==> config.mk <==
export PLATFORM = sky130hd
export DESIGN_NAME = multicycle_cu
export DESIGN_NICKNAME = d
export VERILOG_FILES = /design/src/rtl/multicycle_cu.sv
export SDC_FILE = /design/constraint.sdc
export NUM_CORES = 1
export LEC_CHECK = 0
export CAP_MARGIN = 0
export CORE_AREA = 2 2 57 59
export DETAILED_ROUTE_END_ITERATION = 12
export DIE_AREA = 0 0 59 61
export HOLD_SLACK_MARGIN = 0.06
export PLACE_DENSITY = 0.8
export SLEW_MARGIN = 20
export SYNTH_ARGS = -nofsm -noshare
export SYNTH_HDL_FRONTEND = slang
export SYNTH_SLANG_ARGS = --single-unit
==> constraint.sdc <==
create_clock -name clk_i -period 2.85 [get_ports clk_i]
set_input_delay 0.285 -clock clk_i [delete_from_list [all_inputs] [get_ports clk_i]]
set_output_delay 0.285 -clock clk_i [all_outputs]
set_load 0.005 [all_outputs]
==> src/rtl/multicycle_cu.sv <==
// multicycle_cu
//   Control unit for a multicycle load/store CPU. A single FSM walks each
//   instruction through FETCH, DECODE, EXEC, MEM and WB. It drives the
//   datapath write strobes and mux selects for each step, and it traps on an
//   illegal opcode or on a memory handshake that takes too long.
//
// Ports
//   clk_i          sole clock, rising edge
//   rst_i          asynchronous active-high reset
//   enable_i       1 = FSM advances; 0 = hold, write strobes forced low
//   opcode_i       opcode field from the instruction register
//   mem_ready_i    memory completes the current request this cycle
//   zero_i         ALU zero flag, used by BEQ in EXEC
//   pc_write_o, ir_write_o, reg_write_o, mem_read_o, mem_write_o,
//   branch_o, jump_o                 datapath strobes
//   reg_dst_o, alu_src_o, mem_to_reg_o  datapath mux selects
//   alu_op_o       00 add, 01 sub/compare, 10 funct-decoded
//   state_o        current FSM state code
//   trap_o         1 while in TRAP
//   trap_cause_o   0 = illegal opcode, 1 = bus timeout
module multicycle_cu #(
  parameter int             OPW      = 4,
  parameter logic [OPW-1:0] OP_R     = OPW'(6),
  parameter logic [OPW-1:0] OP_ADDI  = OPW'(1),
  parameter logic [OPW-1:0] OP_LW    = OPW'(2),
  parameter logic [OPW-1:0] OP_SW    = OPW'(3),
  parameter logic [OPW-1:0] OP_BEQ   = OPW'(4),
  parameter logic [OPW-1:0] OP_J     = OPW'(5),
  parameter int             WAIT_MAX = 15
) (
  input  logic           clk_i,
  input  logic           rst_i,
  input  logic           enable_i,
  input  logic [OPW-1:0] opcode_i,
  input  logic           mem_ready_i,
  input  logic           zero_i,
  output logic           pc_write_o,
  output logic           ir_write_o,
  output logic           reg_write_o,
  output logic           mem_read_o,
  output logic           mem_write_o,
  output logic           branch_o,
  output logic           jump_o,
  output logic           reg_dst_o,
  output logic           alu_src_o,
  output logic           mem_to_reg_o,
  output logic [1:0]     alu_op_o,
  output logic [2:0]     state_o,
  output logic           trap_o,
  output logic           trap_cause_o
);

  typedef enum logic [2:0] {
    S_FETCH  = 3'd0,
    S_DECODE = 3'd1,
    S_EXEC   = 3'd2,
    S_MEM    = 3'd3,
    S_WB     = 3'd4,
    S_TRAP   = 3'd5
  } state_t;

  // A timeout fires on the wait cycle that would bring the counter to
  // WAIT_MAX, so compare against the value one below it.
  localparam logic [7:0] WAIT_LAST = 8'(WAIT_MAX - 1);

  state_t         state_q, state_d;
  logic [OPW-1:0] op_q, op_d;
  logic [7:0]     cnt_q, cnt_d;
  logic           cause_q, cause_d;

  logic pc_write, ir_write, reg_write, mem_read, mem_write, branch, jump;
  logic reg_dst, alu_src, mem_to_reg;
  logic [1:0] alu_op;

  function automatic logic is_legal(input logic [OPW-1:0] op);
    return (op == OP_R) || (op == OP_ADDI) || (op == OP_LW) ||
           (op == OP_SW) || (op == OP_BEQ) || (op == OP_J);
  endfunction

  always_ff @(posedge clk_i or posedge rst_i) begin
    if (rst_i) begin
      state_q <= S_FETCH;
      op_q    <= '0;
      cnt_q   <= '0;
      cause_q <= 1'b0;
    end else if (enable_i) begin
      state_q <= state_d;
      op_q    <= op_d;
      cnt_q   <= cnt_d;
      cause_q <= cause_d;
    end
  end

  always_comb begin
    state_d    = state_q;
    op_d       = op_q;
    cnt_d      = cnt_q;
    cause_d    = cause_q;
    pc_write   = 1'b0;
    ir_write   = 1'b0;
    reg_write  = 1'b0;
    mem_read   = 1'b0;
    mem_write  = 1'b0;
    branch     = 1'b0;
    jump       = 1'b0;
    reg_dst    = 1'b0;
    alu_src    = 1'b0;
    mem_to_reg = 1'b0;
    alu_op     = 2'b00;

    case (state_q)
      S_FETCH: begin
        mem_read = 1'b1;
        if (mem_ready_i) begin
          // Instruction and PC update happen in the completing cycle itself.
          pc_write = 1'b1;
          ir_write = 1'b1;
          state_d  = S_DECODE;
        end else if (cnt_q == WAIT_LAST) begin
          state_d = S_TRAP;
          cause_d = 1'b1;
        end else begin
          cnt_d = cnt_q + 8'd1;
        end
      end

      S_DECODE: begin
        op_d = opcode_i;
        if (is_legal(opcode_i)) begin
          state_d = S_EXEC;
        end else begin
          state_d = S_TRAP;
          cause_d = 1'b0;
        end
      end

      S_EXEC: begin
        if (op_q == OP_R) begin
          alu_op  = 2'b10;
          state_d = S_WB;
        end else if (op_q == OP_ADDI) begin
          alu_src = 1'b1;
          state_d = S_WB;
        end else if ((op_q == OP_LW) || (op_q == OP_SW)) begin
          alu_src = 1'b1;
          state_d = S_MEM;
        end else if (op_q == OP_BEQ) begin
          alu_op   = 2'b01;
          branch   = 1'b1;
          pc_write = zero_i;
          state_d  = S_FETCH;
        end else begin
          // Only J can remain here; DECODE filters illegal opcodes.
          jump     = 1'b1;
          pc_write = 1'b1;
          state_d  = S_FETCH;
        end
      end

      S_MEM: begin
        if (op_q == OP_LW) mem_read  = 1'b1;
        else               mem_write = 1'b1;
        if (mem_ready_i) begin
          state_d = (op_q == OP_LW) ? S_WB : S_FETCH;
        end else if (cnt_q == WAIT_LAST) begin
          state_d = S_TRAP;
          cause_d = 1'b1;
        end else begin
          cnt_d = cnt_q + 8'd1;
        end
      end

      S_WB: begin
        reg_write  = 1'b1;
        reg_dst    = (op_q == OP_R);
        mem_to_reg = (op_q == OP_LW);
        state_d    = S_FETCH;
      end

      S_TRAP: begin
        // Sticky until reset.
      end

      default: state_d = S_FETCH;
    endcase

    // Every fresh FETCH or MEM visit starts its wait budget from zero.
    if (state_d != state_q) cnt_d = '0;
  end

  // Write strobes need both Enable and no reset; everything else only needs
  // reset gating so the outputs fall to zero the instant reset is asserted.
  logic wr_en;
  assign wr_en = enable_i & ~rst_i;

  assign pc_write_o   = pc_write  & wr_en;
  assign ir_write_o   = ir_write  & wr_en;
  assign reg_write_o  = reg_write & wr_en;
  assign mem_write_o  = mem_write & wr_en;
  assign mem_read_o   = mem_read  & ~rst_i;
  assign branch_o     = branch    & ~rst_i;
  assign jump_o       = jump      & ~rst_i;
  assign reg_dst_o    = reg_dst   & ~rst_i;
  assign alu_src_o    = alu_src   & ~rst_i;
  assign mem_to_reg_o = mem_to_reg & ~rst_i;
  assign alu_op_o     = alu_op & {2{~rst_i}};
  assign state_o      = state_q;
  assign trap_o       = (state_q == S_TRAP) & ~rst_i;
  assign trap_cause_o = cause_q;

endmodule

## Word-level counts from Yosys, hierarchy flattened

Index checks and enable logic that the tools add are counted.

| storage, ports and cells | value |
|---|---|
| output and inout bits | 17 |
| logic and storage cells | 105 |
| register bits | 16 |
| input port bits | 9 |

| operators by class | value |
|---|---|
| reduce and logical (&&, ||, !) cells | 13 |
| mux-type cells | 50 |
| equal/unequal tests | 23 |
| $add $sub $neg | 1 |
| bitwise logic cells | 14 |

Operator list:

| cell | count |
|---|---|
| $mux W1 | 32 |
| $mux W8 | 4 |
| $mux W3 | 7 |
| $eq A4 B3 Y1 const B | 5 |
| $eq A4 B2 Y1 const B | 4 |
| $pmux W3 S5 | 1 |
| $and A1 B1 Y1 | 12 |
| $add A8 B1 Y8 const B | 1 |
| $eq A4 B1 Y1 const B | 2 |
| $eq A8 B4 Y1 const B | 1 |
| $eq A3 B2 Y1 const B | 2 |
| $eq A3 B3 Y1 const B | 2 |
| $logic_or A1 B1 Y1 | 6 |
| $mux W2 | 3 |
| $ne A2 B1 Y1 const B | 3 |
| $pmux W1 S2 | 3 |
| $reduce_and A5 Y1 | 1 |
| $ne A2 B2 Y1 const B | 2 |
| $reduce_and A4 Y1 | 1 |
| $reduce_bool A2 Y1 | 2 |
| $eq A3 B1 Y1 const B | 1 |
| $logic_not A3 Y1 | 1 |
| $ne A3 B3 Y1 | 1 |
| $and A2 B2 Y2 | 1 |
| other kinds (3) | 3 |

## Depth between registers and ports, before layout

| logic depth | value |
|---|---|
| depth after elaboration | 11 |
| depth in mapped cells | 8 |

## Least setup slack after synthesis

OpenSTA, ideal clock, no wires.

| timing path | value |
|---|---|
| path type | reg2reg |
| start | register cnt_q[0] |
| end | register cause_q, in the netlist trap_cause_o |
| stages on the path, launching flop included | 9 |
| library setup time | 0.101 ns |
| required time | 2.749 ns |
| slack | 0.840 ns |
| arrival time | 1.909 ns |
| cells stage by stage | dfrtp_1 inv_1 ha_1 or3b_1 or4_1 buf_6 nor2_8 a31oi_1 o32ai_1 |

| on the way | value |
|---|---|
| word-level cells in the longest chain between the ends | 3 |

RTL lines:

| element | line | text |
|---|---|---|
| start, declared | 68 | `logic [7:0] cnt_q, cnt_d;` |
| start signal, assigned | 89 | `cnt_q <= cnt_d;` |
| $eq A8 B4 Y1 | 119, 165 |  |
| $ne A2 B1 Y1 (no source line) | - |  |
| $reduce_and A5 Y1 (no source line) | - |  |
| end signal, assigned | 90 | `cause_q <= cause_d;` |
| end, declared | 69 | `logic cause_q, cause_d;` |

Every way passes these cells.
A chain may end at the register's enable or synchronous reset.

## Worst setup path in the final report

| timing path | value |
|---|---|
| start | register op_q[0] |
| end | output port mem_read_o |

| on the way | value |
|---|---|
| word-level cells in the longest chain between the ends | 4 |

RTL lines:

| element | line | text |
|---|---|---|
| start, declared | 67 | `logic [OPW-1:0] op_q, op_d;` |
| start signal, assigned | 88 | `op_q <= op_d;` |
| $eq A4 B2 Y1 | 161 | `if (op_q == OP_LW) mem_read = 1'b1;` |
| $mux W1 | 161 |  |
| $pmux W1 S2 | 111 | `case (state_q)` |
| $and A1 B1 Y1 | 200 | `assign mem_read_o = mem_read & ~rst_i;` |
| end, declared | 40 | `output logic mem_read_o,` |

Every way passes these cells.

==> results.json <==
{
  "netlist_area_sq_um": 1310,
  "final_layout_size_suffix_gt1_share_pct": 10.6,
  "post-route-drc-count": 0,
  "die_h_um": 61,
  "crit_path_start_kind": "flip-flop",
  "post-cts-setup-buffers": 0,
  "finalClockSkew_ps": 11.7,
  "r2r-end": "cnt_q[6]",
  "track_usage_pct": 20.1,
  "power.leakage_nw": 0.600,
  "wl_per_cell_um": 15.7,
  "slew_viol_final": 0,
  "ant_nets": 0,
  "grt_start_max_net_pins": 19,
  "antenna_found_initial": 0,
  "crit_path_end": "mem_read_o",
  "tritoncts": "done",
  "post-route-util_pct": 53.4,
  "ys_ff_latch": 16,
  "finalCriticalPeriod_ps": 2520,
  "ys_warn_count": 0,
  "clockBufferDepth": 2,
  "layout.nets": 192,
  "ir_drop_mv": 0.317,
  "via_per_inst": 6.34,
  "reg2reg_from": "cnt_q[0]",
  "core.rowCount": 20,
  "fmax_mhz": 396,
  "setup_viol": 0,
  "place_area_sq_um": 1550,
  "cts.sinks": 16,
  "core_area_sq_um": 2950,
  "hold_slack_ps": 498,
  "drt_iter0_markers": 89,
  "antenna_cells": 0,
  "dr.pass1.iters": 4,
  "tightest_slew_ps": 639,
  "maxCapViolations": 0,
  "power_density_nw_per_um2": 723,
  "finalSetupTns_ps": 0,
  "synth_nets": 167,
  "synth_ff_type": "dfrtp_1",
  "vias": 1345,
  "place_hpwl_mm": 2.46,
  "synth_enable_flop_cells": 0,
  "die_area_sq_um": 3600,
  "clk_pin_slew_ps": 90,
  "crit_start": "op_q[0]",
  "r2r_slack_ps": 460,
  "critical_path_required_ps": 2570,
  "crit_fanout": 11,
  "slew_headroom_pct": 57.0,
  "worstSkewPairLatency_ps": 300,
  "yosys.cell_types.count": 43,
  "grt_pass1_vias": 1196,
  "area_growth_pct": 20.2,
  "wirelength_mm": 3.33,
  "place_inst": 209,
  "cts-root-buf": "clkbuf_4",
  "async_flop_share_pct": 100,
  "fin_crit_sh_pct": 88.6,
  "hold_viol_final": 0,
  "place_congestion": 0.998,
  "grt-ovfl-total": 0,
  "cts_max_level": 1,
  "crit_arrival_ps": 2240,
  "initial_core_util_pct": 44.4,
  "end_kind": "primary output",
  "grt_pass1_wl_mm": 5.51,
  "rsz0062_at_grt": "false",
  "numCtsBuffers": 3,
  "die_x_um": 59,
  "seq_area_frac_synth_pct": 30.5,
  "hold_class": "primary input to asynchronous set/reset pin",
  "numPortBuffers": 25,
  "cts_resized": 0,
  "critPathKind": "flip-flop to primary output",
  "r2r_cells": 7,
  "ctsHoldBuffers": 0,
  "finalInstanceArea_sq_um": 1580,
  "status": "finished, final reports clean",
  "syn_area_per_cell_sq_um": 8.41,
  "synthCells": 156,
  "fin_cells": 212,
  "ioPinCount": 26
}
## sequential cells by signal, summed over array words and instances, names as in the netlist
| name | cells |
|---|---|
| op_q | 4 |
| cnt_q | 8 |
| trap_cause_o | 1 |
| state_o | 3 |
## stage by stage
step / power (mW) / worst slack, ps
3_5_place_dp: 1.01 / 356
5_1_grt: 1.23 / 160
4_1_cts: 1.13 / 344
3_3_place_gp: 0.971 / 443
6_report: 1.14 / 326
2_1_floorplan: 0.835 / 840
## cell type report
class / count / area, sq um
fill: 281 / 1380
multi-input combinational: 119 / 776
sequential: 16 / 400
timing repair buffer: 32 / 303
tap: 33 / 41.3
inverter: 9 / 33.8
clock buffer: 3 / 22.5
## per-layer routing
layer  vias to the layer above  GRT usage, %  part of all wire (%)
met1                       642          28.3                    44
met3                         9          1.92                   5.9
li1                        632             -                     -
met5                         -             0                     0
met4                         0          11.4                   2.3
met2                        62          30.2                    48
## worst min path at each step
stage,from,to,slack [ps]
after CTS,rst_i,state_o[1],490
after global routing,rst_i,state_o[2],550
final,rst_i,op_q[2],500
after detailed placement,cnt_q[1],cnt_q[1],600
after global placement,trap_cause_o,trap_cause_o,560
after floorplan,rst_i,cnt_q[0],210
## critical path, cell delays in order, from the launching register on
cell and delay, ps:
dfrtp_1 500, nor4b_1 520, and3_1 220, nor2_1 40
nor3_1 130, clkdlybuf4s50_1 530
## cell usage after synthesis (2+ instances only)
library cell | instances | area [sq um]
mux2_2 | 3 | 33.8
buf_2 | 3 | 15.0
or3b_2 | 2 | 17.5
ha_1 | 2 | 25.0
inv_1 | 9 | 33.8
a21oi_1 | 7 | 35.0
or3_1 | 5 | 31.3
buf_4 | 3 | 22.5
nor3_1 | 12 | 60.1
nor4b_1 | 3 | 26.3
o31ai_1 | 2 | 15.0
nand4_1 | 4 | 25.0
xor2_1 | 6 | 52.6
nand3b_1 | 4 | 30.0
o21ai_0 | 7 | 35.0
nand2b_1 | 2 | 12.5
nand2_1 | 10 | 37.5
nand3_1 | 9 | 45.0
or3b_1 | 2 | 17.5
dfrtp_1 | 16 | 400
nor4_1 | 8 | 50.1
buf_6 | 4 | 45.0
nor2_1 | 11 | 41.3
a31oi_1 | 3 | 18.8
## kinds of logic (layout without fill, tap and decap cells)
logic type	count (synthesis)	in the layout	share of synthesized area [%]
and+or+nand+nor	78	78	34.9
buffers and inverters	21	44	10.3
AOI/OAI and AO/OA	29	29	15.1
DFF	16	16	30.5
xor gates and xnor gates	7	7	4.68
adders and majority gates	2	2	1.91
muxes	3	3	2.58
## report_power, final
part           switching (mW)  total [mW]  internal [mW]
registers               0.102       0.393          0.290
clock network          0.0713       0.121         0.0493
logic                   0.353       0.628          0.275
total                   0.527        1.14          0.614
## placed cells by master, fill, tap and decap left out, types with 5 or more instances in the layout
cell	netlist	layout
a21oi_1	7	7
buf_4	3	7
clkdlybuf4s50_1	0	25
dfrtp_1	16	16
inv_1	9	9
nand2_1	10	10
nand3_1	9	9
nor2_1	11	11
nor3_1	12	12
nor4_1	8	8
o21ai_0	7	7
or3_1	5	5
xor2_1	6	6
Power figures use the tool's default switching activity.
==> RTL change (same flow settings) <==
One comparison of `cnt_q` changes from == to >=.
--- a/src/rtl/multicycle_cu.sv
+++ b/src/rtl/multicycle_cu.sv
@@ -117,5 +117,5 @@
           ir_write = 1'b1;
           state_d  = S_DECODE;
-        end else if (cnt_q == WAIT_LAST) begin
+        end else if (cnt_q >= WAIT_LAST) begin
           state_d = S_TRAP;
           cause_d = 1'b1;
Check against the original RTL: same outputs for any inputs over 10 cycles, from zero or initial values and one cycle with rst_i high; that may be too few to reach the edited logic, so the function may still have changed.
==> RTL change against the original RTL <==
Critical path depth unchanged. Clock skew decreased by 0.0054 ns. Design area increased by 2.1%. Total power decreased by 3.3%. Area after synthesis decreased by 0.67%. Die area unchanged. Register-to-register slack improved by 0.02 ns. Routed wire length increased by 1.6%. Setup slack improved by 0.15 ns. Sequential cell count unchanged. Utilization increased by 1.1 points. Critical path type is now flip-flop to flip-flop.
==> RTL change: results <==
[critical_path]
cp_max_fo = 12
worst_ep_arrival_time_ns = 2.53
regToRegEndpoint = "cnt_q[7]"
setup_slack_of_the_most_critical_reg_to_reg_path_ns = 0.48
timing.rr.start = "op_q[2]"
reg2regPathDepth = 5
worst_path_max_delay_cell = "sky130_fd_sc_hd__o211ai_1"

[logic_synthesis]
synth_xor_area_frac = 0.0471
synth.yosys.seq_area_share = 0.307
synthMuxAreaShare = 0.0423
synth_adder_area_share = 0.0192
synth.cells.most_frequent = "sky130_fd_sc_hd__dfrtp_1, sky130_fd_sc_hd__nor3_1, sky130_fd_sc_hd__nand2_1, sky130_fd_sc_hd__nor2_1, sky130_fd_sc_hd__nand3_1"
main_area_contributors_after_synthesis = "sky130_fd_sc_hd__dfrtp_1, sky130_fd_sc_hd__nor3_1, sky130_fd_sc_hd__xnor2_1"
synth-compound-area-share = 0.183
synth_cell_types = 49
post_synth.cell_area_avg_um2 = 8.35

[status]
status = "finished, final reports clean"

[finish]
number_of_flip_flops_under_the_largest_register_name = 8
finish.net_count = 191
fillers = 294

[global_route]
grt.total_usage = 0.216
grt_first_pass_wirelength_um = 5990
grt_max_degree = 20

[placed_design]
postPlaceCellArea_um2 = 1570
gp_congestion = 0.921
place.detailed.hpwl_um = 2550
port-buffer-count = 25

[clock_network]
cts-root-to-sink-buffers = 2

[sta]
finalClockSkew_ns = 0.00633
max-slew-margin-rel = 0.523

[power]
power.leakage_uw = 0.000612
intPower_uw = 624

[detailed_routing]
drtIter0Drc = 85
routedWlPerCell_um = 16.0
vias = 1311
[RTL change: cell types whose count changed after synthesis, moves of 4 or more]
cell / before / now
sky130_fd_sc_hd__clkbuf_1: 0 / 6
sky130_fd_sc_hd__xnor2_1: 1 / 7
sky130_fd_sc_hd__xor2_1: 6 / 0
sky130_fd_sc_hd__inv_1: 9 / 5
sky130_fd_sc_hd__o211ai_1: 0 / 4
[RTL change: logic make-up (layout without fill, tap and decap cells)]
family | count (synthesis) | in the layout
simple gates | 78 | 78
compound gates | 32 | 32
buf+inv | 16 | 39
flops | 16 | 16
fa+ha+maj | 2 | 2
mux | 5 | 5
xor+xnor | 7 | 7
[RTL change: power groups by stage]
stage               Combinational [uW]  Sequential, uW  Clock [uW]
finish                             547             400         156
global route                       611             422         168
CTS                                548             396         161
detailed placement                 547             399           0
global placement                   528             393           0
floorplan                          423             335           0
[RTL change: worst max-delay path, delay by kind of cell (launching register included)]
kind / cells / cell delay, ns
AO/OA/AOI/OAI: 3 / 1.24
flip-flops: 1 / 0.50
AND/OR/NAND/NOR: 2 / 0.51
[RTL change: layout make-up]
type,count,area (um^2),share of cell area
Multi-Input combinational cell,124,825,0.512
Sequential cell,16,400,0.249
Timing Repair Buffer,30,288,0.179
Tap cell,33,41.3,0.0257
Clock buffer,4,36.3,0.0226
Inverter,5,18.8,0.0117
[RTL change: worst max path at each step]
stage,from,end,cells past startpoint
after floorplan,op_q[2],cnt_q[0],6
after global placement,enable_i,ir_write_o,5
after detailed placement,mem_ready_i,cnt_q[2],6
after CTS,state_o[2],branch_o,4
after global routing,op_q[2],cnt_q[5],5
final,op_q[2],cnt_q[7],5
[RTL change: through the flow]
stage               hold slack (ns)   util  setup WS (ns)  total power (uW)
finish                        0.253  0.545          0.477              1100
global route                  0.273  0.545          0.269              1200
CTS                           0.243  0.545          0.492              1100
detailed placement            0.530  0.533          0.493               946
global placement              0.519  0.533          0.519               921
floorplan                     0.229      -          0.917               758
[RTL change: layer usage]
metal | global-route usage | wire length (um) | vias up
li1 | - | - | 637
met5 | 0 | 0 | -
met2 | 0.381 | 1680 | 39
met3 | 0.0277 | 163 | 5
met4 | 0.0422 | 36 | 0
met1 | 0.286 | 1500 | 630
